--- src/rtl/dump_pkg.sv ---
// Shared definitions for the post-halt state dump engine.
package dump_pkg;

    // Dump sequencer states.
    typedef enum logic [2:0] {
        ST_IDLE    = 3'd0,
        ST_REG_RD  = 3'd1,
        ST_MEM_RD  = 3'd2,
        ST_MEM_LAT = 3'd3,
        ST_OUT     = 3'd4,
        ST_DONE    = 3'd5
    } dump_state_t;

    // Beat kind tags.
    localparam logic KIND_REG = 1'b0;
    localparam logic KIND_MEM = 1'b1;

    // Ceiling log2 with a floor of 1 bit, used for the register index width.
    function automatic int unsigned dump_clog2(input int unsigned n);
        int unsigned w;
        w = 0;
        for (int unsigned i = 0; i < 32; i++) begin
            if ((64'd1 << i) < 64'(n)) w = i + 1;
        end
        if (w == 0) w = 1;
        return w;
    endfunction

endpackage

--- src/rtl/dump_beat_reg.sv ---
// Valid/ready holding register for one dump beat {kind, idx, last, data}.
module dump_beat_reg
    import dump_pkg::*;
#(
    parameter int W_OPR = 32,
    parameter int IW    = 16
) (
    input  logic             clk,
    input  logic             reset,
    input  logic             i_load,
    input  logic             i_kind,
    input  logic [IW-1:0]    i_idx,
    input  logic             i_last,
    input  logic [W_OPR-1:0] i_data,
    input  logic             i_ready,
    output logic             o_accept,
    output logic             o_valid,
    output logic             o_kind,
    output logic [IW-1:0]    o_idx,
    output logic             o_last,
    output logic [W_OPR-1:0] o_data
);

    logic             r_valid;
    logic             r_kind;
    logic [IW-1:0]    r_idx;
    logic             r_last;
    logic [W_OPR-1:0] r_data;

    assign o_accept = r_valid & i_ready;
    assign o_valid  = r_valid;
    assign o_kind   = r_kind;
    assign o_idx    = r_idx;
    assign o_last   = r_last;
    assign o_data   = r_data;

    // Load a new beat, or retire the held one when the sink accepts it.
    // Fields are left untouched on accept; only valid drops.
    always_ff @(posedge clk or posedge reset) begin
        if (reset) begin
            r_valid <= 1'b0;
            r_kind  <= KIND_REG;
            r_idx   <= '0;
            r_last  <= 1'b0;
            r_data  <= '0;
        end else if (i_load) begin
            r_valid <= 1'b1;
            r_kind  <= i_kind;
            r_idx   <= i_idx;
            r_last  <= i_last;
            r_data  <= i_data;
        end else if (o_accept) begin
            r_valid <= 1'b0;
        end
    end

endmodule

--- src/rtl/dump_unit.sv ---
// Post-halt dump engine: walks the register file, then a window of data
// memory, emitting each word as a tagged valid/ready beat.
module dump_unit
    import dump_pkg::*;
#(
    parameter int W_OPR     = 32,
    parameter int N_REG     = 16,
    parameter int ADDR      = 8,
    parameter int MEM_BASE  = 0,
    parameter int MEM_COUNT = 256,
    parameter int IW        = 16
) (
    input  logic                          clk,
    input  logic                          reset,
    input  logic                          hlt_i,
    output logic [dump_clog2(N_REG)-1:0]  reg_addr_o,
    input  logic [W_OPR-1:0]              reg_data_i,
    output logic                          mem_req_o,
    output logic [ADDR-1:0]               mem_addr_o,
    input  logic [W_OPR-1:0]              mem_data_i,
    output logic                          dump_valid_o,
    input  logic                          dump_ready_i,
    output logic [W_OPR-1:0]              dump_data_o,
    output logic                          dump_kind_o,
    output logic [IW-1:0]                 dump_idx_o,
    output logic                          dump_last_o,
    output logic                          done_o
);

    localparam int unsigned     RW       = dump_clog2(N_REG);
    localparam logic [ADDR-1:0] BASE_A   = ADDR'(MEM_BASE);
    localparam logic [IW-1:0]   LAST_REG = IW'(N_REG - 1);
    localparam logic [IW-1:0]   LAST_MEM = IW'(MEM_COUNT - 1);

    dump_state_t      r_state;
    logic [IW-1:0]    r_idx;
    logic [RW-1:0]    r_reg_addr;
    logic [ADDR-1:0]  r_mem_addr;
    logic             r_mem_req;
    logic             r_done;

    logic             w_load;
    logic             w_kind;
    logic             w_last;
    logic [W_OPR-1:0] w_data;
    logic             w_accept;
    logic             w_beat_kind;
    logic [IW-1:0]    w_beat_idx;
    logic [IW-1:0]    w_idx_inc;
    logic             w_last_reg_beat;
    logic             w_last_mem_beat;

    assign reg_addr_o = r_reg_addr;
    assign mem_addr_o = r_mem_addr;
    assign mem_req_o  = r_mem_req;
    assign done_o     = r_done;

    assign w_idx_inc       = r_idx + IW'(1);
    assign w_last_reg_beat = (w_beat_kind == KIND_REG) && (w_beat_idx == LAST_REG);
    assign w_last_mem_beat = (w_beat_kind == KIND_MEM) && (w_beat_idx == LAST_MEM);

    // Capture strobe and payload for the beat register.
    always_comb begin
        w_load = 1'b0;
        w_kind = KIND_REG;
        w_last = 1'b0;
        w_data = reg_data_i;
        if (r_state == ST_REG_RD) begin
            w_load = 1'b1;
        end else if (r_state == ST_MEM_LAT) begin
            w_load = 1'b1;
            w_kind = KIND_MEM;
            w_last = (r_idx == LAST_MEM);
            w_data = mem_data_i;
        end
    end

    dump_beat_reg #(
        .W_OPR (W_OPR),
        .IW    (IW)
    ) u_beat (
        .clk      (clk),
        .reset    (reset),
        .i_load   (w_load),
        .i_kind   (w_kind),
        .i_idx    (r_idx),
        .i_last   (w_last),
        .i_data   (w_data),
        .i_ready  (dump_ready_i),
        .o_accept (w_accept),
        .o_valid  (dump_valid_o),
        .o_kind   (w_beat_kind),
        .o_idx    (w_beat_idx),
        .o_last   (dump_last_o),
        .o_data   (dump_data_o)
    );

    assign dump_kind_o = w_beat_kind;
    assign dump_idx_o  = w_beat_idx;

    // Dump sequencer: index counter, registered read addresses and status.
    // Addresses are loaded on entry to the read state so they are already
    // stable while that state is active.
    always_ff @(posedge clk or posedge reset) begin
        if (reset) begin
            r_state    <= ST_IDLE;
            r_idx      <= '0;
            r_reg_addr <= '0;
            r_mem_addr <= '0;
            r_mem_req  <= 1'b0;
            r_done     <= 1'b0;
        end else begin
            case (r_state)
                ST_IDLE: begin
                    if (hlt_i) begin
                        r_idx      <= '0;
                        r_reg_addr <= '0;
                        r_mem_req  <= 1'b1;
                        r_state    <= ST_REG_RD;
                    end
                end
                ST_REG_RD:  r_state <= ST_OUT;
                ST_MEM_RD:  r_state <= ST_MEM_LAT;
                ST_MEM_LAT: r_state <= ST_OUT;
                ST_OUT: begin
                    if (w_accept) begin
                        if (w_last_reg_beat) begin
                            r_idx      <= '0;
                            r_mem_addr <= BASE_A;
                            r_state    <= ST_MEM_RD;
                        end else if (w_last_mem_beat) begin
                            r_mem_req <= 1'b0;
                            r_done    <= 1'b1;
                            r_state   <= ST_DONE;
                        end else begin
                            r_idx <= w_idx_inc;
                            if (w_beat_kind == KIND_REG) begin
                                r_reg_addr <= RW'(w_idx_inc);
                                r_state    <= ST_REG_RD;
                            end else begin
                                r_mem_addr <= BASE_A + ADDR'(w_idx_inc);
                                r_state    <= ST_MEM_RD;
                            end
                        end
                    end
                end
                ST_DONE: begin
                    if (!hlt_i) begin
                        r_done  <= 1'b0;
                        r_state <= ST_IDLE;
                    end
                end
                default: r_state <= ST_IDLE;
            endcase
        end
    end

endmodule

--- config.mk ---
export PLATFORM = sky130hd
export DESIGN_NAME = dump_unit
export DESIGN_NICKNAME = d
export VERILOG_FILES = /design/src/rtl/dump_pkg.sv /design/src/rtl/dump_beat_reg.sv /design/src/rtl/dump_unit.sv
export SDC_FILE = /design/constraint.sdc
export NUM_CORES = 1
export LEC_CHECK = 0
export ABC_AREA = 0
export CORE_ASPECT_RATIO = 1.25
export CORE_UTILIZATION = 40
export CTS_CLUSTER_SIZE = 8
export DETAILED_ROUTE_END_ITERATION = 12
export GPL_ROUTABILITY_DRIVEN = 0
export HOLD_SLACK_MARGIN = 0.1
export PLACE_DENSITY = 0.73
export SLEW_MARGIN = 5
export SYNTH_ARGS = -nofsm -noshare
export SYNTH_HDL_FRONTEND = slang
export SYNTH_HIERARCHICAL = 1
export SYNTH_SLANG_ARGS = --single-unit
--- constraint.sdc ---
create_clock -name clk -period 2.17 [get_ports clk]
set_input_delay 0.651 -clock clk [delete_from_list [all_inputs] [get_ports clk]]
set_output_delay 0.651 -clock clk [all_outputs]
set_load 0.01 [all_outputs]
# After elaboration in Yosys (flattened, before gate mapping)
# Cells that the tools add are included.
[word_totals] word_cells=85 ff_bits=84 input_bits=68 out_inout_bits=65
[classes] n_reduce_logical=14 mux=40 add_sub_neg=1 eq_ne=17 bitwise=2
[op_table] operator="$mux 16" count=4
[op_table] operator="$mux 32" count=2
[op_table] operator="$eq 16x8->1 const B" count=2
[op_table] operator="$pmux 16 s2" count=1
[op_table] operator="$mux 8" count=3
[op_table] operator="$mux 4" count=5
[op_table] operator="$add 16x1->16 const B" count=1
[op_table] operator="$eq 16x4->1 const B" count=1
[op_table] operator="$mux 1" count=15
[op_table] operator="$mux 3" count=5
[op_table] operator="$pmux 3 s5" count=1
[op_table] operator="$ne 2x2->1 const B" count=7
[op_table] operator="$reduce_and 5->1" count=2
[op_table] operator="$pmux 4 s2" count=1
[op_table] operator="$reduce_and 4->1" count=2
[op_table] operator="$reduce_bool 2->1" count=4
[op_table] operator="$eq 3x2->1 const B" count=2
[op_table] operator="$eq 3x3->1 const B" count=2
[op_table] operator="$reduce_and 6->1" count=1
[op_table] operator="$pmux 1 s2" count=2
[op_table] operator="$eq 3x1->1 const B" count=1
[op_table] operator="$logic_not 3->1" count=1
[op_table] operator="$ne 3x3->1 const B" count=1
[op_table] operator="$reduce_and 3->1" count=1
[op_table] operator="other kinds (6)" count=7

# Depth between registers and ports, before layout
# Gate-level depths: netlist of the first run.
[logic_depth] depth_word=6 mapped_depth=7 ltp_nobuf=6

# Cells and area by module
# Netlist of the first run, hierarchy kept.
[modules_own_cells] module="dump_unit" instances=1 area_per_inst_um2=2227.1 seq_area_each_um2=825.8 cells_per_inst=230
[modules_own_cells] module="dump_beat_reg" instances=1 area_per_inst_um2=2155.8 seq_area_each_um2=1276.2 cells_per_inst=111

# Worst setup path after synthesis of the first run
# No wires, ideal clock.
[synth_timing] path_kind="flip-flop to flip-flop" startpoint="reg u_beat.r_idx[13] (netlist: u_beat/o_idx[13])" endpoint="reg r_idx[10]" t_required_ps=2049 path_slack_ps=-142 path_buffers=1 setup_ps=121 synth_period_minus_slack_ps=2312 path_stages_with_launch=7 t_arrival_ps=2191 cell_sequence="dfrtp_1 -> or4_4 -> or4_4 -> o21a_1 -> buf_6 -> a21o_1 -> a22o_1"
[synth_between] elab_chain_len=5 elab_cells_between_ends=9 classes_between="3 x eq/ne; 3 x mux; 3 x reduce/logical"
[synth_lines] item="start: declaration" line="dump_beat_reg.sv:26" rtl="logic [IW-1:0] r_idx;"
[synth_lines] item="start signal: assignment" line="dump_beat_reg.sv:49" rtl="r_idx <= i_idx;"
[synth_lines] item="$eq 16x4->1" line="dump_unit.sv:59" rtl="assign w_last_reg_beat = (w_beat_kind == KIND_REG) && (w_beat_idx == LAST_REG);"
[synth_lines] item="$logic_and 1x1->1" line="dump_unit.sv:59"
[synth_lines] item="$mux 16" line="dump_unit.sv:127" rtl="if (w_last_reg_beat) begin"
[synth_lines] item="$mux 16" line="dump_unit.sv:126" rtl="if (w_accept) begin"
[synth_lines] item="$pmux 16 s2" line="dump_unit.sv:113" rtl="case (r_state)"
[synth_lines] item="end signal: assignment" line="dump_unit.sv:136" rtl="r_idx <= w_idx_inc;"
[synth_lines] item="end: declaration" line="dump_unit.sv:36" rtl="logic [IW-1:0] r_idx;"
# Several ways; a longest one is shown, not always the timed one. The select of a mux whose other input is x is not followed.
# A chain may end at the register's enable or synchronous reset.

# Worst setup path after layout of the first run
[layout_timing] startpoint="reg u_beat.r_idx[13] (netlist: u_beat/o_idx[13])" endpoint="reg r_idx[14]"
# The elaborated chain is that of the path after synthesis.

==> metrics.md, run 1 <==
| Metric | Value |
|---|---|
| Status | `complete, but fails checks` |
| Violated checks | `setup timing` |
| Clock share of power | `0.201` |
| Clk buf depth | `2` |
| Crit path max-delay cell type | `or4_4` |
| Crit path top cell by count | `or4_4` |
| Post-synth EDFFs | `0` |
| Routed wire length on met3 | `958 um` |
| Slew Limit Fails | `0` |
| Nature of the critical path startpoint | `flip-flop` |
| Vias | `3492` |
| Inst Count DP | `637` |
| Synth Register Bits | `84` |
| WHS Endpoint | `mem_addr_o[6]` |
| DIE AREA | `11400 um^2` |
| DR iter-0 viols | `145` |
| Top_reg_cell synth | `dfrtp_1` |
| Multi-input logic area | `2150 um^2` |
| Final hold viol count | `0` |
| Post-CTS Hold Fix Bufs | `0` |
| R2R setup slack | `-130 ps` |
| DIE WIDTH | `95.6 um` |
| First-pass GRT wire length | `17900 um` |
| TritonCTS buffer count | `9` |
| Reg clk slew, reported paths | `60 ps` |
| Async SR Flop Fraction | `1.00` |
| Routed WL per cell | `17.7 um` |
| Share of total power in combinational logic | `0.461` |
| Clk sinks | `84` |
| Switch share | `0.310` |
| Fill cell total of the finished layout | `844` |
| Post-Route WL | `11600 um` |
| Setup violators final | `25` |
| P_int | `4730 uW` |
| Tcrit/Tclk final | `1.06` |
| CP arrival | `2530 ps` |
| Die Y | `119 um` |
| Largest net degree at the start of global routing | `34` |
| Finished Layout Cells | `657` |
| Syn Inst Count | `341` |
| Final ANT Viol Nets | `0` |
| Clock skew | `7.82 ps` |
| Max IR drop VDD | `0.418 mV` |
| Tmin final | `2300 ps` |
| RSZ-0062 raised after global routing | `true` |
| Net count, final | `589` |
| Boundary Pins | `133` |
| Sequential share of the synthesized area | `0.480` |
| Worst path required time | `2390 ps` |
| Hold Crit Depth | `2` |
| Vias in the first global route | `3685` |
| Port Buffers | `132` |
| Drt via density | `5.32` |
| Max Used Layer | `met4` |
| Area grow syn2layout | `48.2%` |
| Worst skew pair latency | `330 ps` |
| Mapped Avg Cell Area | `12.9 um^2` |
| P_sw | `2120 uW` |
| Critical path capture point type | `flip-flop` |
| H-tree depth | `3` |
| Critical path class | `reg2reg` |
| Crit Path Max Fanout | `6` |
| Leakage | `0.00282 uW` |
| DRC | `0` |
| Fin worst setup slack | `-133 ps` |
| Crit path cell chain | `or4_4 -> or4_4 -> o21a_4 -> a21o_2 -> a22o_1` |
| Core area | `10600 um^2` |
| Diode count | `0` |
| Pre-antenna DRT Iters | `4` |
| FF-to-FF path depth | `5` |
| Hold slack | `478 ps` |
| Initial Util | `0.413` |
| Wl on met1 | `4440 um` |
| Syn nets | `410` |
| Yosys warnings | `6` |
| Share of layout cells above drive strength 1 | `0.331` |
| Worst Tran Pin Value | `495 ps` |
| Mapped cell area | `4380 um^2` |
| Final HPWL DP | `8510 um` |
| Register Area | `2100 um^2` |
| Crit-path max cell delay | `600 ps` |
| Synth cell types | `48` |
| Row count | `42` |
| Fmax | `0.434 GHz` |
| Max-capacitance violation count | `0` |
| Pwr per Cell Area | `1050 nW/um^2` |
| Part of the power in registers | `0.338` |
| CTS tree | `built` |
| Setup tns final | `-1710 ps` |
| Relative slew slack | `0.662` |
| Grt ovf | `0` |
| Worst r2r src | `u_beat/o_idx[13]` |
| Hold_sp | `mem_addr_o[6]` |
| DR WL met2 | `5930 um` |
| Worst Hold Class | `reg2reg` |
| Reg2reg end | `r_idx[14]` |
| Initial antenna violation count | `0` |
| Root buffer selected by CTS | `clkbuf_16` |
| All-Layer GR Usage | `0.207` |
[Yosys cell counts, types with 2 or more instances]
| master | instances | area (um^2) |
|---|---|---|
| or4_1 | 3 | 22.5 |
| mux2_2 | 34 | 383 |
| buf_6 | 2 | 22.5 |
| nand3_1 | 12 | 60.1 |
| xor2_1 | 2 | 17.5 |
| xnor2_1 | 4 | 35.0 |
| inv_1 | 8 | 30.0 |
| nand4_1 | 4 | 25.0 |
| nor2b_1 | 3 | 18.8 |
| or4_4 | 3 | 33.8 |
| a2bb2oi_1 | 3 | 26.3 |
| nor2_1 | 11 | 41.3 |
| clkbuf_1 | 5 | 18.8 |
| nand2_1 | 24 | 90.1 |
| mux2_4 | 49 | 736 |
| o31ai_1 | 11 | 82.6 |
| o21ai_0 | 16 | 80.1 |
| a22o_1 | 11 | 96.3 |
| buf_1 | 2 | 7.51 |
| dfrtp_1 | 84 | 2100 |
| o21a_1 | 2 | 15.0 |
| nor3_1 | 9 | 45.0 |
| a21o_1 | 5 | 37.5 |
| and2_1 | 2 | 12.5 |
| nor4_1 | 2 | 12.5 |
| and3_1 | 2 | 12.5 |
| buf_2 | 3 | 15.0 |
| buf_12 | 5 | 100 |
[how the worst max path moves through the flow]
stage	startpoint	to	slack [ps]	cells after the start
3_5_place_dp	dump_ready_i	r_idx[13]	-390	9
4_1_cts	u_beat/o_idx[13]	r_idx[14]	-100	5
6_report	u_beat/o_idx[13]	r_idx[14]	-130	5
2_1_floorplan	u_beat/o_idx[9]	r_idx[10]	-140	6
5_1_grt	u_beat/o_idx[13]	r_idx[9]	-200	6
3_3_place_gp	dump_ready_i	r_idx[9]	-350	9
[routing by layer]
| metal | track usage | up-vias |
|---|---|---|
| met5 | 0 | - |
| met4 | 0.0830 | 0 |
| met3 | 0.0530 | 27 |
| met2 | 0.363 | 152 |
| met1 | 0.235 | 1699 |
| li1 | - | 1614 |
[cell families (layout without fill, tap and decap cells)]
logic type               count (synthesis)  after routing  synth area share
AO/OA/AOI/OAI                           61             61             0.104
flip-flops                              84             84             0.480
buffers and inverters                   26            210            0.0517
XOR/XNOR                                 6              6            0.0120
multiplexers                            84             84             0.257
AND/OR/NAND/NOR                         79             79            0.0919
adder cells (fa/ha/maj)                  1              1           0.00285
[metrics by stage]
step            util  total power, uW  setup slack, ps  cell area [um^2]
2_1_floorplan      -             4010             -142              4380
3_3_place_gp   0.575             5230             -349              6110
3_5_place_dp   0.575             5310             -394              6110
4_1_cts        0.606             6800             -105              6430
5_1_grt        0.612             7210             -199              6490
6_report       0.612             6850             -133              6490
[what timing repair did]
action	CTS	global route
setup buffers	4	0
setup endpoints to repair	28	31
resized for setup	11	17
pin swaps	3	4
[registers in the layout (all words and copies together), names as in the netlist]
name and cells:
u_beat/o_data 32, r_idx 16, u_beat/o_idx 16, mem_addr_o 8
reg_addr_o 4, r_state 3, done_o 1, mem_req_o 1
u_beat/o_kind 1, u_beat/o_last 1, u_beat/o_valid 1
[critical path: cells and delay by family (launching register included)]
kind            cells  cell delay, ps
compound gates      3             660
flops               1             370
simple gates        2            1160
[cell usage in the layout (no fill, tap or decap), drive strengths merged, types with 2 or more instances in the layout]
cell type	instances
a21o	6
a22o	11
a2bb2oi	3
and2	2
and3	2
buf	54
clkbuf	14
clkdlybuf4s50	131
clkinv	2
dfrtp	84
inv	8
mux2	83
nand2	24
nand3	12
nand4	4
nor2	11
nor2b	3
nor3	9
nor4	2
o21a	2
o21ai	18
o31ai	12
or4	6
xnor2	4
xor2	2
[power by group through the flow]
stage / clock [uW] / combinational, uW / sequential, uW
after detailed placement: 0 / 2980 / 2330
after CTS: 1410 / 3090 / 2310
after floorplan: 0 / 1550 / 2460
after global placement: 0 / 2930 / 2300
final: 1370 / 3160 / 2310
after global routing: 1480 / 3360 / 2370
[final cells by class]
class	count	share of cell area
clock buffer	14	0.0391
tap	132	0.0254
sequential	84	0.324
multi-input combinational	231	0.330
inverter	8	0.00462
clock inverter	2	0.00154
timing repair buffer	186	0.275
No activity file was read; power rests on OpenSTA's default activity.
==> run 2: changes to the inputs <==
--- a/config.mk
+++ b/config.mk
@@ -11,8 +11,9 @@
 export CTS_CLUSTER_SIZE = 8
 export DETAILED_ROUTE_END_ITERATION = 12
 export GPL_ROUTABILITY_DRIVEN = 0
+export GPL_TIMING_DRIVEN = 0
 export HOLD_SLACK_MARGIN = 0.1
-export PLACE_DENSITY = 0.73
+export PLACE_DENSITY_LB_ADDON = 0.05
 export SLEW_MARGIN = 5
 export SYNTH_ARGS = -nofsm -noshare
 export SYNTH_HDL_FRONTEND = slang
==> run 2 against run 1 <==
  * The flow still finishes with violations (setup timing)
  * Combinational power increased by 5%
  * Maximum frequency decreased by 2.9%
  * Global-route usage decreased by 0.69 points
  * Core utilization increased by 2.2 points
  * Non-clock buffer count decreased by 15
  * Critical path depth increased by 1
  * Wire length decreased by 3.5%
  * Final area increased by 3.6%
  * First-iteration DRC count decreased by 39%
  * Clock skew decreased by 1.2 ps
  * Largest cell class unchanged
==> metrics.md, run 2 (synthesis gave the netlist of run 1 again) <==
| Metric | Value |
|---|---|
| Clock skew | `6.58 ps` |
| Crit path max-delay cell type | `or4_4` |
| Port Buffers | `132` |
| DIE AREA | `11400 um^2` |
| Fin worst setup slack | `-203 ps` |
| Switch share | `0.302` |
| Clk sinks | `84` |
| Boundary Pins | `133` |
| Buffer and inverter count on the worst path | `1` |
| CTS tree | `built` |
| Final ANT Viol Nets | `0` |
| Share of total power in combinational logic | `0.461` |
| Clock share of power | `0.215` |
| Crit path cell chain | `or4_4 -> or4_4 -> o21a_4 -> buf_6 -> a21o_1 -> a22o_1` |
| Worst path required time | `2390 ps` |
| RSZ-0062 raised after global routing | `true` |
| Core area | `10600 um^2` |
| Final core utilization | `0.634` |
| CP arrival | `2590 ps` |
| Share of layout cells above drive strength 1 | `0.365` |
| Clk buf depth | `2` |
| Multi-input logic area | `2320 um^2` |
| Routed WL per cell | `17.5 um` |
| Initial antenna violation count | `0` |
| Initial Util | `0.413` |
| Root buffer selected by CTS | `clkbuf_16` |
| First-pass GRT wire length | `17300 um` |
| Crit path top cell by count | `or4_4` |
| Family with the most delay on the worst path | `simple AND/OR/NAND/NOR gates` |
| DIE WIDTH | `95.6 um` |
| Violated checks | `setup timing` |
| Max-capacitance violation count | `0` |
| TritonCTS buffer count | `9` |
| Tmin final | `2370 ps` |
| Area grow syn2layout | `53.5%` |
| Reg clk slew, reported paths | `60 ps` |
| Relative slew slack | `0.520` |
| Hold slack | `488 ps` |
| Register Area | `2110 um^2` |
| Crit Path Max Fanout | `5` |
| Most common cell after layout, fill and taps aside | `clkdlybuf4s50_1` |
| Max reg flops | `32` |
| Max IR drop VDD | `0.507 mV` |
| Final HPWL DP | `7800 um` |
| P_sw | `2170 uW` |
| Tcrit/Tclk final | `1.09` |
| Final hold viol count | `0` |
| Setup violators final | `29` |
| All-Layer GR Usage | `0.200` |
| Largest net degree at the start of global routing | `39` |
| Vias in the first global route | `3368` |
| H-tree depth | `3` |
| Critical path capture point type | `flip-flop` |
| Row count | `42` |
| Vias | `3370` |
| Most frequent cells in the layout | `clkdlybuf4s50_1 (132), dfrtp_1 (82), mux2_4 (49)` |
| Crit-path max cell delay | `590 ps` |
| Pwr per Cell Area | `1070 nW/um^2` |
| Part of the power in registers | `0.324` |
| Drt via density | `5.25` |
| Fill cell total of the finished layout | `846` |
| Worst skew pair latency | `330 ps` |
| Finished Cell Area | `6730 um^2` |
| P_int | `5020 uW` |
| Worst Hold Class | `reg2reg` |
| Slew Limit Fails | `0` |
| Worst Tran Pin Value | `718 ps` |
| Net count, final | `575` |
| DR iter-0 viols | `89` |
| Die Y | `119 um` |
| Leakage | `0.00283 uW` |
| Grt ovf | `0` |
| Finished Layout Cells | `642` |
| Status | `complete, but fails checks` |
| Pre-antenna DRT Iters | `4` |
| Fmax | `0.421 GHz` |
| Post-placement cell area | `5890 um^2` |
| Critical path class | `reg2reg` |
| Inst Count DP | `606` |
| Diode count | `0` |
| DRC | `0` |
| Post-Route WL | `11200 um` |
| Nature of the critical path startpoint | `flip-flop` |
run 2: cell count changes in the layout (fill, tap and decap cells not counted), sizes merged:
cell / change
buf: -19
clkinv: -2
bufinv: +1
nor2: +1
clkbuf: +3
dlygate4sd2: -1
clkdlybuf4s50: +1
bufbuf: +1
run 2: path summary, 6_finish.rpt:
kind	cells past startpoint	start	slack (ps)	to
setup reg to reg	6	u_beat/o_idx[14]	-200	r_idx[12]
min in group asynchronous	2	reset	640	u_beat/o_data[3]
setup / recovery	6	u_beat/o_idx[14]	-200	r_idx[12]
hold reg to reg	2	reg_addr_o[3]	490	reg_addr_o[3]
hold / removal	2	reg_addr_o[3]	490	reg_addr_o[3]
max in group asynchronous	2	reset	870	r_idx[0]
run 2: final cells by class:
type	count	area share
repair buffers	154	0.234
well taps	132	0.0245
flip-flops and latches	84	0.313
multi-input cells	232	0.345
inverters	8	0.00446
clock buffers	14	0.0407
clock inverters	1	0.00446
plain buffers	17	0.0331
run 2: power by group through the flow:
stage / registers (uW) / logic (uW) / clock network (uW)
finish: 2330 / 3310 / 1550
global route: 2390 / 3530 / 1670
CTS: 2320 / 3150 / 1590
detailed placement: 2340 / 2900 / 0
global placement: 2310 / 2890 / 0
floorplan: 2460 / 1550 / 0
run 2: worst reg2reg max path: cells and delay by family (launching register included):
kind	cells	cell delay [ps]
flops	1	380
compound gates	3	600
simple gates	2	1160
buf+inv	1	130
run 2: stage by stage:
| stage | TNS (ps) | setup WS, ps | total power, uW |
|---|---|---|---|
| final | -3910 | -203 | 7190 |
| after global routing | -5580 | -263 | 7590 |
| after CTS | -4560 | -211 | 7060 |
| after detailed placement | -28670 | -862 | 5240 |
| after global placement | -69620 | -864 | 5200 |
| after floorplan | -930 | -142 | 4010 |
run 2: per-layer routing:
layer	track usage	up-vias	wire (um)
met4	0.0774	0	160
met2	0.328	107	5690
li1	-	1589	-
met5	0	-	0
met1	0.255	1660	4710
met3	0.0421	14	672
run 2: repair_timing:
item | CTS | global route
hold buffers | 0 | 0
endpoints found under the setup margin | 59 | 50
gates cloned | 2 | 2
resized for setup | 33 | 55
pin swaps | 0 | 24
buffers inserted | 13 | 5
==> run 3: changes to the inputs <==
--- a/config.mk
+++ b/config.mk
@@ -10,7 +10,7 @@
 export CORE_UTILIZATION = 40
 export CTS_CLUSTER_SIZE = 8
 export DETAILED_ROUTE_END_ITERATION = 12
-export GPL_ROUTABILITY_DRIVEN = 0
+export GPL_ROUTABILITY_DRIVEN = 1
 export GPL_TIMING_DRIVEN = 0
 export HOLD_SLACK_MARGIN = 0.1
 export PLACE_DENSITY_LB_ADDON = 0.05
==> results of run 3 <==
The final DEF is identical to that of run 2; final timing and power are the same.
